--- src/rtl/comparator_pkg.sv ---
// Shared types and constants for the bit-serial magnitude comparator.
package comparator_pkg;

  localparam int DEFAULT_DATA_WIDTH = 8;

  typedef enum logic [1:0] {
    IDLE    = 2'd0,
    COMPARE = 2'd1,
    DONE    = 2'd2
  } state_t;

endpackage

--- src/rtl/comparator_1_bit.sv ---
// Single-bit unsigned compare; Reset_In forces all outputs low.
module Comparator_1_Bit (
  input  logic Reset_In,
  input  logic A_In,
  input  logic B_In,
  output logic Less_Out,
  output logic Equal_Out,
  output logic Greater_Out
);

  always_comb begin
    Less_Out    = 1'b0;
    Equal_Out   = 1'b0;
    Greater_Out = 1'b0;
    if (!Reset_In) begin
      Less_Out    = ~A_In & B_In;
      Equal_Out   = ~(A_In ^ B_In);
      Greater_Out = A_In & ~B_In;
    end
  end

endmodule

--- src/rtl/serial_compare_controller.sv ---
// MSB-first serial compare of two captured operands with early exit on the
// first differing bit; all outputs are registered.
module serial_compare_controller
  import comparator_pkg::*;
#(
  parameter int DATA_WIDTH = DEFAULT_DATA_WIDTH
) (
  input  logic                  Clock_In,
  input  logic                  Reset_N_In,
  input  logic                  Start_In,
  input  logic [DATA_WIDTH-1:0] Data_A_In,
  input  logic [DATA_WIDTH-1:0] Data_B_In,
  output logic                  Busy_Out,
  output logic                  Done_Out,
  output logic                  A_Less_Than_B_Out,
  output logic                  A_Equal_To_B_Out,
  output logic                  A_Greater_Than_B_Out
);

  localparam int IDX_W = (DATA_WIDTH > 1) ? $clog2(DATA_WIDTH) : 1;

  state_t                state;
  logic [DATA_WIDTH-1:0] a_q, b_q;
  logic [DATA_WIDTH-1:0] a_sh, b_sh;
  logic [IDX_W-1:0]      idx;
  logic                  bit_lt, bit_eq, bit_gt;

  // Shift instead of a variable part-select so idx never needs range checks.
  assign a_sh = a_q >> idx;
  assign b_sh = b_q >> idx;

  Comparator_1_Bit u_cmp (
    .Reset_In    (1'b0),
    .A_In        (a_sh[0]),
    .B_In        (b_sh[0]),
    .Less_Out    (bit_lt),
    .Equal_Out   (bit_eq),
    .Greater_Out (bit_gt)
  );

  always_ff @(posedge Clock_In or negedge Reset_N_In) begin
    if (!Reset_N_In) begin
      state                <= IDLE;
      a_q                  <= '0;
      b_q                  <= '0;
      idx                  <= '0;
      Busy_Out             <= 1'b0;
      Done_Out             <= 1'b0;
      A_Less_Than_B_Out    <= 1'b0;
      A_Equal_To_B_Out     <= 1'b0;
      A_Greater_Than_B_Out <= 1'b0;
    end else begin
      case (state)
        IDLE: begin
          Done_Out <= 1'b0;
          if (Start_In) begin
            a_q      <= Data_A_In;
            b_q      <= Data_B_In;
            idx      <= IDX_W'(DATA_WIDTH - 1);
            Busy_Out <= 1'b1;
            state    <= COMPARE;
          end
        end
        COMPARE: begin
          if (!bit_eq) begin
            A_Less_Than_B_Out    <= bit_lt;
            A_Equal_To_B_Out     <= 1'b0;
            A_Greater_Than_B_Out <= bit_gt;
            Done_Out             <= 1'b1;
            state                <= DONE;
          end else if (idx == '0) begin
            A_Less_Than_B_Out    <= 1'b0;
            A_Equal_To_B_Out     <= 1'b1;
            A_Greater_Than_B_Out <= 1'b0;
            Done_Out             <= 1'b1;
            state                <= DONE;
          end else begin
            idx <= idx - IDX_W'(1);
          end
        end
        DONE: begin
          Done_Out <= 1'b0;
          Busy_Out <= 1'b0;
          state    <= IDLE;
        end
        default: begin
          Done_Out <= 1'b0;
          Busy_Out <= 1'b0;
          state    <= IDLE;
        end
      endcase
    end
  end

endmodule

--- config.mk ---
export PLATFORM = sky130hd
export DESIGN_NAME = serial_compare_controller
export DESIGN_NICKNAME = d
export VERILOG_FILES = /design/src/rtl/comparator_pkg.sv /design/src/rtl/comparator_1_bit.sv /design/src/rtl/serial_compare_controller.sv
export SDC_FILE = /design/constraint.sdc
export NUM_CORES = 1
export LEC_CHECK = 0
export ABC_CLOCK_PERIOD_IN_PS = 2900
export CORE_UTILIZATION = 40
export CTS_BUF_LIST = sky130_fd_sc_hd__clkbuf_4 sky130_fd_sc_hd__clkbuf_8
export DETAILED_ROUTE_END_ITERATION = 16
export GPL_TIMING_DRIVEN = 0
export PLACE_DENSITY = 0.67
export SLEW_MARGIN = 20
export SYNTH_ARGS = -nofsm -noshare
export SYNTH_HDL_FRONTEND = slang
export SYNTH_SLANG_ARGS = --single-unit
--- constraint.sdc ---
create_clock -name Clock_In -period 2.9 [get_ports Clock_In]
set_input_delay 0.435 -clock Clock_In [delete_from_list [all_inputs] [get_ports Clock_In]]
set_output_delay 0.435 -clock Clock_In [all_outputs]
set_load 0.01 [all_outputs]
## Yosys cells after proc, flatten, opt, wreduce, memory -nomap -nowiden

Cells that the tools add are included.

- Order comparisons: 0
- Equal/unequal tests: 5
- Add/sub/neg operators: 1
- Reductions and logical operators: 9
- $mul: 0
- Bitwise logic cells: 6
- Div/mod/pow operators: 0
- Multiplexer cells: 17
- Shifts and indexed selects: 2

Operators with widths:

| kind | count |
|---|---|
| $shr 8x3->1 | 2 |
| $mux 3 | 3 |
| $mux 1 | 8 |
| $reduce_and 2->1 | 4 |
| $mux 2 | 3 |
| $ne 2x2->1 const B | 3 |
| $pmux 3 s2 | 1 |
| $pmux 2 s2 | 1 |
| $reduce_and 4->1 | 1 |
| $reduce_bool 2->1 | 2 |
| $logic_not 3->1 | 1 |
| $ne 3x3->1 const B | 1 |
| $not 1->1 | 3 |
| $sub 3x1->3 const B | 1 |
| $and 1x1->1 | 2 |
| $eq 2x1->1 const B | 1 |
| $logic_not 2->1 | 1 |
| $pmux 1 s2 | 1 |
| $xor 1x1->1 | 1 |

- Output and inout bits: 5
- Flip-flop bits (word level): 26
- Memory bits (read-only): 0
- Bits in writable memories: 0
- Memories kept: 0
- Logic and storage cells: 49
- Bits in latches: 0
- Input bits: 19

## Longest topological paths before layout

- Word-level depth: 4
- Mapped depth: 7
- Mapped depth without buffers: 6

## Cells and area by module

A second synthesis with hierarchy kept.

- Cell total of the unflattened synthesis: 91
- Area, all modules: 1,228.7 um^2

Modules (own cells, without submodules):

| module | instances | seq. area each (um^2) | area each (um^2) | cells an instance |
|---|---|---|---|---|
| serial_compare_controller | 1 | 650.6 | 1,177.4 | 84 |
| Comparator_1_Bit | 1 | 0.0 | 51.3 | 7 |

## Worst setup path after synthesis

OpenSTA, ideal clock, no wires.

- Kind: reg2reg
- From: register idx[0]
- To: register A_Greater_Than_B_Out
- Stages on the path, launching flop included: 8
- Path slack: 0.791 ns
- Clock period less this slack: 2.109 ns
- Arrival time: 1.982 ns
- Path buffers: 1
- Setup time: 0.128 ns
- Required time: 2.772 ns
- Path through: dfrtp_1 > buf_6 > mux4_1 > nand2_1 > and2_1 > ha_1 > a21oi_2 > mux2_1

- Cells in the longest elaborated chain, start to end: 4
- Elaborated cells on any way between the ends: 9
- Those cells by class: 2 x shift; 1 x mux; 3 x bitwise; 3 x reduce/logical

Ends and longest elaborated chain:

| element | line | RTL |
|---|---|---|
| start, declared | serial_compare_controller.sv:25 | `logic [IDX_W-1:0] idx;` |
| start signal, assigned | serial_compare_controller.sv:59 | `idx <= IDX_W'(DATA_WIDTH - 1);` |
| start signal, assigned | serial_compare_controller.sv:78 | `idx <= idx - IDX_W'(1);` |
| $shr 8x3->1, on equally long branches | serial_compare_controller.sv:29, serial_compare_controller.sv:30 |  |
| $xor 1x1->1 or $not 1->1 (tied branches) | comparator_1_bit.sv:17, comparator_1_bit.sv:18 |  |
| $reduce_bool 2->1 (no line) or $and 1x1->1 (tied branches) | - |  |
| $reduce_and 2->1 (no line) or $mux 1 (tied branches) | - |  |
| end signal, assigned | serial_compare_controller.sv:68 | `A_Greater_Than_B_Out <= bit_gt;` |
| end, declared | serial_compare_controller.sv:17 | `output logic A_Greater_Than_B_Out` |

Parallel ways exist; a longest one is shown, timed or not.
A chain may end at the register's enable or synchronous reset.

## Worst setup path in the final report

- From: register idx[0]
- To: register A_Less_Than_B_Out

- Cells in the longest elaborated chain, start to end: 4
- Elaborated cells on any way between the ends: 9
- Those cells by class: 2 x shift; 1 x mux; 3 x bitwise; 3 x reduce/logical

Ends and longest elaborated chain:

| element | line | RTL |
|---|---|---|
| $shr 8x3->1, on equally long branches | serial_compare_controller.sv:29, serial_compare_controller.sv:30 |  |
| $xor 1x1->1 or $not 1->1 (tied branches) | comparator_1_bit.sv:17, comparator_1_bit.sv:16 |  |
| $reduce_bool 2->1 (no line) or $and 1x1->1 (tied branches) | - |  |
| $reduce_and 2->1 (no line) or $mux 1 (tied branches) | - |  |
| end signal, assigned | serial_compare_controller.sv:66 | `A_Less_Than_B_Out <= bit_lt;` |
| end, declared | serial_compare_controller.sv:15 | `output logic A_Less_Than_B_Out,` |

Parallel ways exist; a longest one is shown, timed or not.

==> reports/results.txt <==
synth cell count leaders = 26 x dfrtp_1, 18 x mux2_1, 8 x nand2_1, 4 x ha_1, 4 x mux4_1
cts bufs inserted = 3
Slew headroom = 0.617
fin nets = 137
I/O Pins = 24
vias = 759
NetSw = 0.000496 W
FMAX = 439 MHz
r2r worst-path depth = 7
die footprint = 3290 µm²
Post-Route Setup TNS = 0 ns
Worst Tran Pin Value = 0.574 ns
Yosys warning total = 0
Worst setup SP type = flop
clock buffer depth = 2
syn_area_per_cell = 14.2 µm²
Power Dens Cells = 971 nW/µm²
most frequent cell after synthesis = dfrtp_1
Required @ worst endpoint = 3.11 ns
Worst Path Max Fanout = 7
setup repair bufs after CTS = 0
Synth Register Bits = 26
Final GP Congestion = 0.687
sequential-to-total area share from yosys stat = 0.531
number of max-cap violations = 0
pin count of the biggest net entering global routing = 27
initial antenna violation count = 0
post-synthesis cell count = 86
status = finished, violations left
Global Route Usage Sum = 0.143
Vias/cell = 5.27
root buffer cell = clkbuf_4
crit end category = flop
P&R area growth vs syn = 24.5%
Antenna Nets Post-Route = 0
H-tree levels = 1
vias in the first global route = 818
peak supply drop = 389 µV
layout cells sized above 1 = 0.106
clock network fraction of total power = 0.121
Most used DFF post-synth = dfrtp_1
worst hold path type = in2async
Area contributors post-synth = dfrtp_1 53%, mux2_1 17%, mux4_1 8.6%, ha_1 4.1%, nand2_1 2.5%
Post-DP HPWL = 1470 µm
clk slew on worst S/H paths = 0.14 ns
Tot Pwr = 0.00148 W
share of the synthesized area in the top cell type = 0.531
clk_skew = 0.00485 ns
sw frac = 0.335
post-cts resize count = 0
RSZ-0062 raised after global routing = no
failing checks = design-rule violations
Setup violations, final = 0
antenna cells = 0
worst-skew pair later-pin latency = 0.31 ns
syn nets = 109
Starting DRT DRC Count = 25
Clock Sinks = 26
area of the mapped netlist = 1220 µm²
post-route clock period utilization = 0.785
Seq pwr share = 0.417
die extent in y = 57.3 µm
router iterations before antenna repair = 10
TritonCTS clock tree = done
layout filler cell count = 264
Synth area leader = dfrtp_1
Core Area = 2830 µm²
WHS = 0.0942 ns
Comb pwr share = 0.462
final wirelength = 1970 µm
initial core utilization = 0.433
Async SR Flop Fraction = 1.00
die width = 57.3 µm
crit path DAT = 2.49 ns
post-synth cell types = 27
Rows = 19
Final min period = 2.28 ns
Final Max Slew Viols = 0
Hold-fix buffers, CTS = 0
Fin. Hold Viols = 0
drc violations = 1
leakage = 0.688 nW
GR Overflow Total = 0
first-pass GRT wire length = 3590 µm
Post-synth EDFFs = 0
IO Port Bufs = 23
Worst R2R Setup Slack = 0.62 ns
kind of critical path = reg2reg
Pint = 0.000986 W
routed len/inst = 13.7 µm
[worst max-delay path, stage by stage (launching register included)]
cell and delay (ns):
dfrtp_1 0.37, buf_6 0.13, mux4_1 0.57, nand2_1 0.10, nand2_1 0.06, ha_1 0.38, a21oi_2 0.23, mux2_1 0.34
[layout by cell type, fill, tap and decap left out]
| cell | count |
|---|---|
| or2_2 | 1 |
| a21o_1 | 1 |
| nor2_1 | 1 |
| nor2b_1 | 1 |
| clkdlybuf4s50_1 | 22 |
| buf_6 | 1 |
| buf_2 | 3 |
| dfrtp_1 | 26 |
| and2_1 | 2 |
| inv_1 | 2 |
| a21oi_2 | 1 |
| o21bai_1 | 1 |
| o21a_1 | 1 |
| mux2i_1 | 1 |
| nor3b_1 | 1 |
| a41oi_1 | 1 |
| o22a_1 | 1 |
| mux4_1 | 4 |
| nand2b_1 | 1 |
| ha_1 | 4 |
| nor4bb_1 | 1 |
| a21oi_1 | 1 |
| mux2_1 | 18 |
| nand2b_4 | 1 |
| nand4_1 | 1 |
| nand2_1 | 8 |
| a311oi_1 | 2 |
| inv_2 | 1 |
| clkbuf_4 | 3 |
| clkbuf_8 | 1 |
[state kept, by name, indices dropped and copies added (netlist names)]
register,count
a_q,8
b_q,8
idx,3
state,2
A_Equal_To_B_Out,1
A_Greater_Than_B_Out,1
A_Less_Than_B_Out,1
Busy_Out,1
Done_Out,1
[final timing paths]
check,startpoint,end
worst min register to register,b_q[3],b_q[3]
worst min-delay path,Reset_N_In,a_q[5]
worst max register to register,idx[0],A_Less_Than_B_Out
min in group Clock_In,b_q[3],b_q[3]
max in group asynchronous,Reset_N_In,b_q[5]
worst max-delay path,idx[0],A_Less_Than_B_Out
[routing by layer]
metal	routed length (µm)	up-vias	GRT usage
li1	-	365	-
met4	0	0	0.0523
met1	907	373	0.189
met2	976	21	0.239
met5	0	-	0
met3	84	0	0.0227
[metrics by stage]
step                cell area [µm²]  std cells   util  worst slack, ns
floorplan                      1220         86      -            0.791
global placement               1490        140  0.528            0.637
detailed placement             1490        140  0.526            0.620
CTS                            1530        144  0.539            0.605
global route                   1530        144  0.539            0.492
finish                         1530        144  0.539            0.622
[layout make-up]
| cell class | count | area, µm² | area share |
|---|---|---|---|
| Sequential cell | 26 | 651 | 0.427 |
| Clock buffer | 4 | 36.3 | 0.0238 |
| Tap cell | 31 | 38.8 | 0.0254 |
| Multi-Input combinational cell | 54 | 542 | 0.355 |
| Timing Repair Buffer | 23 | 225 | 0.148 |
| Inverter | 3 | 11.3 | 0.00738 |
| Buffer | 3 | 21.3 | 0.0139 |
[power groups by stage]
stage | clock network (W) | logic [W] | registers, W
2_1_floorplan | 0 | 0.000497 | 0.000615
3_3_place_gp | 0 | 0.000680 | 0.000624
3_5_place_dp | 0 | 0.000694 | 0.000629
4_1_cts | 0.000189 | 0.000695 | 0.000620
5_1_grt | 0.000204 | 0.000772 | 0.000642
6_report | 0.000180 | 0.000684 | 0.000618
[kinds of logic (layout without fill, tap and decap cells)]
group,after synthesis,in the layout,share of synthesized area
AOI/OAI and AO/OA,9,9,0.0582
adders and majority gates,4,4,0.0409
buffers and inverters,6,33,0.0266
DFF,26,26,0.531
muxes,23,23,0.259
and+or+nand+nor,18,18,0.0838
Note: power is estimated with default switching activity, not from simulation.
